[src/rtl/regfile_pkg.sv]
// regfile_pkg
// Shared constants for the register file write path.
//   REG_ADDR_W / REG_DATA_W : default register index and data widths
//   REG_ZERO                : hard-wired zero register index
//   WR_PORT_PIPE / WR_PORT_MC : requester index of the pipeline writeback
//                               port and of the multi-cycle unit port
package regfile_pkg;

    localparam int REG_ADDR_W = 5;
    localparam int REG_DATA_W = 32;
    localparam logic [REG_ADDR_W-1:0] REG_ZERO = 5'd0;

    localparam int WR_PORT_PIPE = 0;
    localparam int WR_PORT_MC   = 1;

endpackage

[src/rtl/regfile_wr_arbiter_rr_arb2.sv]
// rr_arb2
// Two-requester round-robin arbiter with a combinational one-hot grant.
//   clk, rst : clock and asynchronous active-high reset
//   req[1:0] : request lines (bit WR_PORT_PIPE, bit WR_PORT_MC)
//   enable   : when low no grant is issued and the history holds
//   gnt[1:0] : one-hot grant, valid in the same cycle as req
// The history bit last_grant_r resets to 1 so requester 0 wins the first
// contention; it is updated to the winner on every grant.
module rr_arb2
    import regfile_pkg::*;
(
    input  logic       clk,
    input  logic       rst,
    input  logic [1:0] req,
    input  logic       enable,
    output logic [1:0] gnt
);

    logic       last_grant_r;
    logic [1:0] gnt_s;

    // Grant decode: a lone requester always wins, on contention the port that
    // did not win last time is served.
    always_comb begin
        gnt_s = 2'b00;
        if (enable) begin
            case (req)
                2'b01:   gnt_s = 2'b01;
                2'b10:   gnt_s = 2'b10;
                2'b11: begin
                    if (last_grant_r) begin
                        gnt_s = 2'b01;
                    end else begin
                        gnt_s = 2'b10;
                    end
                end
                default: gnt_s = 2'b00;
            endcase
        end else begin
            gnt_s = 2'b00;
        end
    end

    assign gnt = gnt_s;

    // History register: remembers the winner of the most recent grant.
    always_ff @(posedge clk or posedge rst) begin
        if (rst) begin
            last_grant_r <= 1'b1;
        end else if (gnt_s[WR_PORT_PIPE]) begin
            last_grant_r <= 1'b0;
        end else if (gnt_s[WR_PORT_MC]) begin
            last_grant_r <= 1'b1;
        end else begin
            last_grant_r <= last_grant_r;
        end
    end

endmodule

[src/rtl/regfile_wr_arbiter.sv]
// regfile_wr_arbiter
// Shares the register file's single write port between the pipeline
// writeback (port 0) and the multi-cycle unit (port 1).
//   clk, rst          : clock, asynchronous active-high reset
//   freeze            : pipeline stall, blocks all new grants
//   pN_vld/pN_rdy     : valid/ready handshake, rdy is combinational
//   pN_addr/pN_data   : destination register and write data
//   rf_wr_en/addr/data: registered write controls, commit one edge after
//                       the accepting edge
//   pend_mask         : bit i set while a write to register i has been
//                       accepted but not yet committed
//   conflict_cnt      : (only with REGFILE_WR_ARB_STATS_EN defined) saturating
//                       count of unfrozen cycles with both ports valid
// Writes to register 0 are accepted but never drive rf_wr_en and never
// appear in pend_mask.
module regfile_wr_arbiter
    import regfile_pkg::*;
#(
    parameter int DATA_W = REG_DATA_W,
    parameter int ADDR_W = REG_ADDR_W
`ifdef REGFILE_WR_ARB_STATS_EN
    ,
    parameter int CNT_W  = 16
`endif
)
(
    input  logic                     clk,
    input  logic                     rst,
    input  logic                     freeze,
    input  logic                     p0_vld,
    output logic                     p0_rdy,
    input  logic [ADDR_W-1:0]        p0_addr,
    input  logic [DATA_W-1:0]        p0_data,
    input  logic                     p1_vld,
    output logic                     p1_rdy,
    input  logic [ADDR_W-1:0]        p1_addr,
    input  logic [DATA_W-1:0]        p1_data,
    output logic                     rf_wr_en,
    output logic [ADDR_W-1:0]        rf_wr_addr,
    output logic [DATA_W-1:0]        rf_wr_data,
    output logic [(2**ADDR_W)-1:0]   pend_mask
`ifdef REGFILE_WR_ARB_STATS_EN
    ,
    output logic [CNT_W-1:0]         conflict_cnt
`endif
);

    localparam int NREG = 2**ADDR_W;

    logic [1:0]        req_s;
    logic [1:0]        gnt_s;
    logic              xfer_s;
    logic [ADDR_W-1:0] sel_addr_s;
    logic [DATA_W-1:0] sel_data_s;
    logic              sel_nonzero_s;
    logic [NREG-1:0]   set_s;
    logic [NREG-1:0]   clr_s;
    logic [NREG-1:0]   pend_next_s;

    assign req_s = {p1_vld, p0_vld};

    rr_arb2 u_arb (
        .clk    (clk),
        .rst    (rst),
        .req    (req_s),
        .enable (~freeze),
        .gnt    (gnt_s)
    );

    assign p0_rdy = gnt_s[WR_PORT_PIPE];
    assign p1_rdy = gnt_s[WR_PORT_MC];
    assign xfer_s = |gnt_s;

    // Winning request mux; port 0 is the don't-care default when idle.
    always_comb begin
        sel_addr_s = p0_addr;
        sel_data_s = p0_data;
        if (gnt_s[WR_PORT_MC]) begin
            sel_addr_s = p1_addr;
            sel_data_s = p1_data;
        end else begin
            sel_addr_s = p0_addr;
            sel_data_s = p0_data;
        end
    end

    assign sel_nonzero_s = (sel_addr_s != ADDR_W'(REG_ZERO));

    // Scoreboard update: the commit clears its bit, a new accepted write sets
    // its bit, and set is applied last so it wins on the same register.
    always_comb begin
        set_s = {NREG{1'b0}};
        clr_s = {NREG{1'b0}};
        if (xfer_s && sel_nonzero_s) begin
            set_s = {{(NREG-1){1'b0}}, 1'b1} << sel_addr_s;
        end else begin
            set_s = {NREG{1'b0}};
        end
        if (rf_wr_en) begin
            clr_s = {{(NREG-1){1'b0}}, 1'b1} << rf_wr_addr;
        end else begin
            clr_s = {NREG{1'b0}};
        end
        pend_next_s = (pend_mask & ~clr_s) | set_s;
    end

    // Output stage: reloads every cycle; address and data hold when idle so
    // the register file inputs do not toggle needlessly.
    always_ff @(posedge clk or posedge rst) begin
        if (rst) begin
            rf_wr_en   <= 1'b0;
            rf_wr_addr <= {ADDR_W{1'b0}};
            rf_wr_data <= {DATA_W{1'b0}};
        end else if (xfer_s) begin
            rf_wr_en   <= sel_nonzero_s;
            rf_wr_addr <= sel_addr_s;
            rf_wr_data <= sel_data_s;
        end else begin
            rf_wr_en   <= 1'b0;
            rf_wr_addr <= rf_wr_addr;
            rf_wr_data <= rf_wr_data;
        end
    end

    // Pending-write scoreboard register consumed by the hazard unit.
    always_ff @(posedge clk or posedge rst) begin
        if (rst) begin
            pend_mask <= {NREG{1'b0}};
        end else begin
            pend_mask <= pend_next_s;
        end
    end

`ifdef REGFILE_WR_ARB_STATS_EN
    logic conflict_s;

    assign conflict_s = p0_vld & p1_vld & ~freeze;

    // Saturating contention counter; frozen cycles are not contention.
    always_ff @(posedge clk or posedge rst) begin
        if (rst) begin
            conflict_cnt <= {CNT_W{1'b0}};
        end else if (conflict_s && (conflict_cnt != {CNT_W{1'b1}})) begin
            conflict_cnt <= conflict_cnt + {{(CNT_W-1){1'b0}}, 1'b1};
        end else begin
            conflict_cnt <= conflict_cnt;
        end
    end
`endif

endmodule

[config.mk]
export PLATFORM = sky130hd
export DESIGN_NAME = regfile_wr_arbiter
export DESIGN_NICKNAME = d
export VERILOG_FILES = /design/src/rtl/regfile_pkg.sv /design/src/rtl/regfile_wr_arbiter_rr_arb2.sv /design/src/rtl/regfile_wr_arbiter.sv
export SDC_FILE = /design/constraint.sdc
export NUM_CORES = 1
export LEC_CHECK = 0
export CORE_MARGIN = 1.5
export CORE_UTILIZATION = 44
export CTS_CLUSTER_DIAMETER = 30
export CTS_CLUSTER_SIZE = 10
export DETAILED_ROUTE_END_ITERATION = 12
export PLACE_DENSITY = 0.85
export SYNTH_ARGS = -nofsm -noshare
export SYNTH_HDL_FRONTEND = slang
export SYNTH_HIERARCHICAL = 1
export SYNTH_SLANG_ARGS = --single-unit
[constraint.sdc]
create_clock -name clk -period 3.3 [get_ports clk]
set_input_delay 0.66 -clock clk [delete_from_list [all_inputs] [get_ports clk]]
set_output_delay 0.66 -clock clk [all_outputs]
set_load 0.005 [all_outputs]
### Yosys cells after proc, flatten, opt, wreduce, memory -nomap -nowiden

Cells that the tools add are included.

| storage, ports and cells | value |
|---|---|
| flip-flop bits (word level) | 71 |
| input bits | 79 |
| logic and storage cells | 27 |
| output and inout bits | 72 |

| cells by class | value |
|---|---|
| reduce and logical (&&, ||, !) cells | 4 |
| equal/unequal tests | 3 |
| bitwise gates (word level) | 3 |
| shift-type cells | 2 |
| muxes and demuxes | 10 |

Operator list:

| kind | count |
|---|---|
| $mux 32 | 3 |
| $shl 1x5->32 const A | 2 |
| $and 32x32->32 | 1 |
| $not 32->32 | 1 |
| $or 32x32->32 | 1 |
| $pmux 2 s3 | 1 |
| $mux 5 | 1 |
| $reduce_bool 5->1 | 1 |
| $eq 2x2->1 const B | 2 |
| $mux 2 | 2 |
| $mux 1 | 3 |
| $eq 2x1->1 const B | 1 |
| $reduce_bool 2->1 | 1 |
| $reduce_or 2->1 | 1 |
| $logic_and 1x1->1 | 1 |

### Longest topological paths before layout

Gate-level depths: netlist of run 1.

| depth | value |
|---|---|
| word-level depth | 8 |
| depth in mapped cells | 8 |
| mapped depth without buffers | 6 |

### By module

Netlist of run 1, hierarchy kept.

Modules (own cells, without submodules):

| module | sequential area each (um^2) | area each (um^2) | cells an instance | times used |
|---|---|---|---|---|
| regfile_wr_arbiter | 1751.7 | 3170.5 | 304 | 1 |
| rr_arb2 | 26.3 | 66.3 | 9 | 1 |

### Least setup slack after synthesis of run 1

No wires, ideal clock.

| timing path | value |
|---|---|
| kind | input port to flip-flop |
| start point | input freeze |
| end point | register pend_mask[20] |
| stages | 7 |
| slack | 1.377 ns |
| setup time | 0.135 ns |
| arrival time | 1.788 ns |
| path buffers | 1 |
| data required time | 3.165 ns |
| path through | inv_1 > nand2_1 > a21oi_1 > buf_4 > nor2_1 > a22oi_1 > o21ai_0 |

| on the way | value |
|---|---|
| longest elaborated chain between the ends | 6 |
| elaborated cells on any way between the ends | 8 |
| those cells by class | shift: 1; mux: 3; bitwise: 1; reduce/logical: 3 |

Ends and longest elaborated chain:

| item | line | text |
|---|---|---|
| from (decl) | regfile_wr_arbiter.sv:29 | `input logic freeze,` |
| $mux 2 (*) | regfile_wr_arbiter_rr_arb2.sv:26 | `if (enable) begin` |
| via p1_rdy | regfile_wr_arbiter.sv:35 | `output logic p1_rdy,` |
| $mux 5 | regfile_wr_arbiter.sv:78 | `if (gnt_s[WR_PORT_MC]) begin` |
| $reduce_bool 5->1 | regfile_wr_arbiter.sv:87 | `assign sel_nonzero_s = (sel_addr_s != ADDR_W'(REG_ZERO));` |
| $logic_and 1x1->1 | regfile_wr_arbiter.sv:94 | `if (xfer_s && sel_nonzero_s) begin` |
| $mux 32 (*) | regfile_wr_arbiter.sv:94 |  |
| $or 32x32->32 (*) | regfile_wr_arbiter.sv:104 | `pend_next_s = (pend_mask & ~clr_s) \| set_s;` |
| via pend_next_s[20] | regfile_wr_arbiter.sv:58 | `logic [NREG-1:0] pend_next_s;` |
| to (signal assigned) | regfile_wr_arbiter.sv:128 | `pend_mask <= {NREG{1'b0}};` |
| to (signal assigned) | regfile_wr_arbiter.sv:130 | `pend_mask <= pend_next_s;` |
| to (decl) | regfile_wr_arbiter.sv:41 | `output logic [(2**ADDR_W)-1:0] pend_mask` |

The timed path passes the listed nets; every way through them passes the cells marked *.
A chain may end at the register's enable or synchronous reset.

### Worst setup path in the final report of run 1

| timing path | value |
|---|---|
| start point | input p1_vld |
| end point | output p1_rdy |

| on the way | value |
|---|---|
| longest elaborated chain between the ends | 3 |
| elaborated cells on any way between the ends | 5 |
| those cells by class | eq/ne: 3; mux: 2 |

Ends and longest elaborated chain:

| item | line | text |
|---|---|---|
| from (decl) | regfile_wr_arbiter.sv:34 | `input logic p1_vld,` |
| $eq 2x2->1 / $eq 2x1->1 (equally long branches) | regfile_wr_arbiter_rr_arb2.sv:27 | `case (req)` |
| $pmux 2 s3 (*) | regfile_wr_arbiter_rr_arb2.sv:27 |  |
| $mux 2 (*) | regfile_wr_arbiter_rr_arb2.sv:26 |  |
| to (decl) | regfile_wr_arbiter.sv:35 |  |

Mark *: on every way between the ends. The rest lies on a longest branch, timed or not.

==> flow_metrics.tcl, run 1 <==
set metrics [dict create \
    max_freq_mhz 375 \
    ys_warn_count 6 \
    die_area_sq_um 7880 \
    area_growth_pct 56.9 \
    grt_pass1_vias 3067 \
    p_per_area_nw_per_um2 623 \
    worstSetupStartpointType "primary input" \
    cts-root-buf "clkbuf_8" \
    antenna_found_initial 0 \
    dr.pass1.iters 4 \
    die_w_microns 88.8 \
    vdd_ir_drop_max_mv 0.248 \
    use_met2_pct 43.0 \
    drv_cap 0 \
    synth_cell_types 35 \
    mostFrequentLayoutCell "clkdlybuf4s50_1" \
    portBuffers 150 \
    reg2reg_slack_ns 1.12 \
    cts_buffers 9 \
    yosysSeqAreaShare_pct 54.9 \
    post_synth.cell_area_avg_sq_um 10.3 \
    p_total_mw 3.17 \
    die_h_microns 88.8 \
    grt_use_total_pct 24.7 \
    nFillCells 542 \
    syn_area_sq_um 3240 \
    hold_viol_final 0 \
    setup_violations 0 \
    hold_ws_ns 0.490 \
    syn_nets 392 \
    outcome "completed" \
    min_period_ns 2.66 \
    dpl.hpwl_mm 6.99 \
    post_cts_resized 0 \
    clk_pin_slew_ns 0.07 \
    grt_max_degree 50 \
    htree_num_levels 3 \
    hp-start "pend_mask[0]" \
    whs_path_depth 1 \
    grt_overflow_total 0 \
    clock-skew-final_ns 0.00833 \
    seqCellArea_sq_um 1780 \
    wl_per_cell_microns 16.7 \
    drt_iter0_drc 198 \
    crit_fanout 2 \
    utilization_pct 70.8 \
    r2r_cells 6 \
    dp_cells 551 \
    finalNonFillerCells 566 \
    hold_end "pend_mask[0]" \
    crit_type "primary input to primary output" \
    busiest_layer "met2" \
    insertion_delay_ns 0.35 \
    start_util_pct 45.1 \
    cp.required_ns 2.64 \
    viasPerCell 5.39 \
    timing.rr.end "pend_mask[14]" \
    antenna_cells 0 \
    drc_errors 0 \
    layout_common_cells "150 x clkdlybuf4s50_1, 86 x o21ai_0, 70 x dfrtp_1" \
    syn_inst 313 \
    drive_gt1_share_pct 6.64 \
    cts_tree "done" \
    multiInputGateArea_sq_um 1400 \
    postCtsSetupBuffers 0 \
    endpoint_kind "primary output" \
    clock-sinks 71 \
    setup_tns_ns 0 \
    cts_buffer_depth 2 \
    drv_slew 0 \
    slew_headroom_pct 55.7 \
    synth-seq-cells 71 \
    fin_nets 542 \
    grt_util_met1_pct 29.7 \
    vias 3051 \
    worstMarginPinSlew_ns 0.664 \
    cts_hold_buf 0 \
    num_rows 31 \
    timing.final.crit_share_pct 80.7 \
    power_leakage_nw 1.93 \
    routed_wl_mm 9.44 \
    rsz0062_at_grt "no" \
    gp_congestion 0.843 \
    hp-class "register to register" \
    timing.rr.start "u_arb/last_grant_r" \
    use_met3_pct 4.76 \
    io_pins 151 \
    postRouteAntennaNets 0 \
    crit_arrival_ns 2.00 \
    grt_pass1_wl_mm 14.7 \
    coreArea_sq_um 7180 \
]
-- power breakdown --
part / total [mW] / internal, mW / switching [mW]
clock network: 0.761 / 0.443 / 0.317
logic: 1.08 / 0.681 / 0.403
registers: 1.32 / 1.14 / 0.182
total: 3.17 / 2.26 / 0.903
-- layout make-up --
type | count | share of cell area (%)
Sequential cell | 71 | 35.0
Timing Repair Buffer | 154 | 30.4
Multi-Input combinational cell | 222 | 27.5
Clock buffer | 10 | 2.71
Tap cell | 99 | 2.44
Clock inverter | 5 | 1.60
Inverter | 5 | 0.370
-- Yosys cell counts --
library cell   n  area, sq um
or2_2          1         6.26
and3_1         1         6.26
nor2b_1        7         43.8
nand4_1        1         6.26
and4b_1        1         10.0
nand4b_1       3         26.3
nand4bb_1      3         33.8
or4b_4         1         13.8
a31oi_2        2         25.0
a22oi_1        3         22.5
buf_1          4         15.0
clkbuf_1       4         15.0
a21oi_1        3         15.0
nor2_1         5         18.8
o21ai_1       12         60.1
o21ai_0       86          430
o21a_1         1         7.51
dfstp_2        1         26.3
nor3_2         1         10.0
buf_4          1         7.51
dfrtp_1       70         1750
nor3b_1        1         7.51
mux2i_1       36          360
inv_1          5         18.8
and4bb_2       1         12.5
buf_2          6         30.0
nand2b_1       2         12.5
and2_1         1         6.26
a32oi_1        4         35.0
a211oi_1       1         7.51
nand2_1       40          150
o22a_1         1         8.76
a21oi_2        2         17.5
and4_1         1         8.76
o32a_1         1         10.0
-- per-layer routing --
metal  part of all wire (%)  wire, microns
met1                     39           3730
met5                      0              0
met3                    6.9            652
met2                     52           4880
met4                    2.0            186
-- critical path, stage by stage --
cell and delay [ns]:
clkdlybuf4s50_1 0.53, nand2_1 0.13, a21oi_4 0.16, clkdlybuf4s50_1 0.52
-- state kept, by name (all words and copies together) (netlist names) --
register            cells
rf_wr_addr              5
rf_wr_en                1
pend_mask              32
rf_wr_data             32
u_arb/last_grant_r      1
-- per-stage QoR --
| step | setup WS (ns) | instance area, sq um |
|---|---|---|
| floorplan | 0.872 | 3240 |
| global placement | 0.564 | 4860 |
| detailed placement | 0.486 | 4860 |
| CTS | 0.632 | 5080 |
| global route | 0.610 | 5080 |
| finish | 0.637 | 5080 |
-- cells by family after synthesis --
family | count (synthesis) | share of synthesized area [%]
mux | 36 | 11.1
simple gates | 70 | 11.5
compound gates | 116 | 19.8
flops | 71 | 54.9
buf+inv | 20 | 2.67
-- worst max path at each step --
| stage | cells after the start | to | from | slack (ns) |
|---|---|---|---|---|
| 2_1_floorplan | 1 | pend_mask[0] | rst | 0.87 |
| 3_3_place_gp | 7 | pend_mask[14] | p0_vld | 0.56 |
| 3_5_place_dp | 7 | pend_mask[25] | p1_vld | 0.49 |
| 4_1_cts | 4 | p1_rdy | p1_vld | 0.63 |
| 5_1_grt | 4 | p1_rdy | p1_vld | 0.61 |
| 6_report | 4 | p1_rdy | p1_vld | 0.64 |
Power figures use the tool's default switching activity.
==> inputs of run 2 (changes only) <==
- CORE_UTILIZATION: 44 -> 41
- PLACE_DENSITY: 0.85 -> 0.8
- clock period: 3.3 -> 2.5 ns (I/O delays scaled with it)
==> run 2 against run 1 <==
  * Die area is 7.1% higher
  * Via count is 0.20% lower
  * First-iteration DRC count is 51% lower
  * Setup slack worse by 0.50 ns
  * Combinational power is 32% higher
  * Cell count is 0.88% higher
  * Clock power is 28% higher
  * Non-clock buffer count is 1 higher
  * Utilization is 4.3 points lower
  * Clock-buffer cell count is 1 lower
  * Sequential cell count stayed put
  * Hold slack better by 0.0053 ns
==> flow_metrics.tcl, run 2 (synthesized netlist as in run 1, its figures left out) <==
set metrics [dict create \
    critPathCapture "p1_rdy" \
    postRouteAntennaNets 0 \
    cts_tree "done" \
    cts_hold_buf 0 \
    outcome "completed" \
    die_w_microns 91.9 \
    dr.pass1.iters 4 \
    antenna_found_initial 0 \
    layout_common_cells "150 x clkdlybuf4s50_1, 86 x o21ai_0, 70 x dfrtp_1" \
    timing.rr.end "pend_mask[8]" \
    grt_pass1_wl_mm 15.1 \
    drive_gt1_share_pct 7.04 \
    grt_max_degree 71 \
    drt_iter0_drc 98 \
    portBuffers 150 \
    die_h_microns 91.9 \
    cts_buffer_depth 2 \
    endpoint_kind "primary output" \
    utilization_pct 66.4 \
    clock-sinks 71 \
    grt_pass1_vias 3135 \
    antenna_cells 0 \
    area_growth_pct 57.8 \
    grt_use_total_pct 23.0 \
    routed_wl_mm 9.33 \
    cts-root-buf "clkbuf_8" \
    p_per_area_nw_per_um2 813 \
    crit_fanout 2 \
    wl_met2_mm 4.54 \
    viasPerCell 5.33 \
    worstMarginPinSlew_ns 0.509 \
    dpl.hpwl_mm 6.91 \
    max_freq_mhz 423 \
    clock-skew-final_ns 0.00715 \
    num_rows 32 \
    setup_tns_ns 0 \
    top_layer_used "met4" \
    cp.required_ns 2.00 \
    hp-class "register to register" \
    coreArea_sq_um 7690 \
    gp_congestion 0.882 \
    pwr-share-seq_pct 42.0 \
    io_pins 151 \
    clk_pin_slew_ns 0.07 \
    switching_power_mw 1.19 \
    wl_per_cell_microns 16.3 \
    mostFrequentLayoutCell "clkdlybuf4s50_1" \
    crit_type "primary input to primary output" \
    grt_overflow_total 0 \
    drv_cap 0 \
    drc_errors 0 \
    worstSetupStartpointType "primary input" \
    start_util_pct 42.1 \
    drv_slew 0 \
    reg2reg_slack_ns 0.62 \
    rsz0062_at_grt "no" \
    switching_share_pct 28.6 \
    power_leakage_nw 1.94 \
    p_comb_share_pct 34.5 \
    hold_viol_final 0 \
    nFillCells 616 \
    vias 3045 \
    fin_nets 543 \
    insertion_delay_ns 0.33 \
    vdd_ir_drop_max_mv 0.282 \
    reg_top3 "pend_mask (32), rf_wr_data (32), rf_wr_addr (5)" \
    post_cts_resized 0 \
    crit_path_start "p1_vld" \
    die_area_sq_um 8440 \
    postCtsSetupBuffers 0 \
    crit_arrival_ns 1.87 \
    setup_violations 0 \
    routed-wl-met3_microns 966 \
    cts_buffers 9 \
    timing.final.crit_share_pct 94.6 \
    power.internal_mw 2.96 \
    timing.rr.start "u_arb/last_grant_r" \
    r2r_cells 6 \
    min_period_ns 2.37 \
    slew_headroom_pct 66.1 \
    htree_num_levels 3 \
    wl_met1_mm 3.62 \
    pwr-share-clk_pct 23.5 \
]
==> run 2: cell types whose count changed in the layout (fill, tap and decap cells not counted), sizes merged <==
cell and change:
buf +1, clkbuf -1, clkinv +3, inv -1
==> run 2: worst min-delay path by stage <==
stage	from	end	slack [ns]	depth (start not counted)
after floorplan	rst	u_arb/last_grant_r	0.39	1
after global placement	pend_mask[0]	pend_mask[0]	0.47	1
after detailed placement	pend_mask[4]	pend_mask[4]	0.49	2
after CTS	pend_mask[4]	pend_mask[4]	0.50	2
after global routing	pend_mask[0]	pend_mask[0]	0.52	1
final	pend_mask[0]	pend_mask[0]	0.49	1
==> run 2: per-stage QoR <==
| step | area (sq um) | power, mW | cells | setup WS (ns) | hold WS [ns] |
|---|---|---|---|---|---|
| after floorplan | 3240 | 2.16 | 313 | 0.232 | 0.390 |
| after global placement | 4900 | 3.14 | 555 | 0.144 | 0.474 |
| after detailed placement | 4900 | 3.20 | 555 | 0.0639 | 0.486 |
| after CTS | 5110 | 4.19 | 571 | 0.122 | 0.502 |
| after global routing | 5110 | 4.40 | 571 | 0.0906 | 0.518 |
| final | 5110 | 4.15 | 571 | 0.135 | 0.495 |
==> run 2: layout make-up <==
cell class	instances	area (sq um)	area share, %
clock buffer	9	124	2.43
clock inverter	7	87.6	1.71
inverter	5	18.8	0.367
multi-input combinational	222	1400	27.3
sequential	71	1780	34.8
tap	102	128	2.50
timing repair buffer	155	1580	30.9
==> run 2: power by group through the flow <==
stage | clock network [mW] | registers, mW | logic [mW]
final | 0.975 | 1.74 | 1.43
after global routing | 1.05 | 1.79 | 1.56
after CTS | 0.999 | 1.74 | 1.44
after detailed placement | 0 | 1.76 | 1.44
after global placement | 0 | 1.75 | 1.39
after floorplan | 0 | 1.74 | 0.425
==> run 2: critical path: stages <==
cell and delay (ns):
clkdlybuf4s50_1 0.53, nand2_1 0.14, a21oi_4 0.18, clkdlybuf4s50_1 0.52
==> run 2: per-layer routing <==
| metal | track usage [%] | vias to the layer above |
|---|---|---|
| met5 | 0 | - |
| met2 | 37.2 | 170 |
| met1 | 27.4 | 1425 |
| li1 | - | 1433 |
| met3 | 7.21 | 17 |
| met4 | 11.8 | 0 |
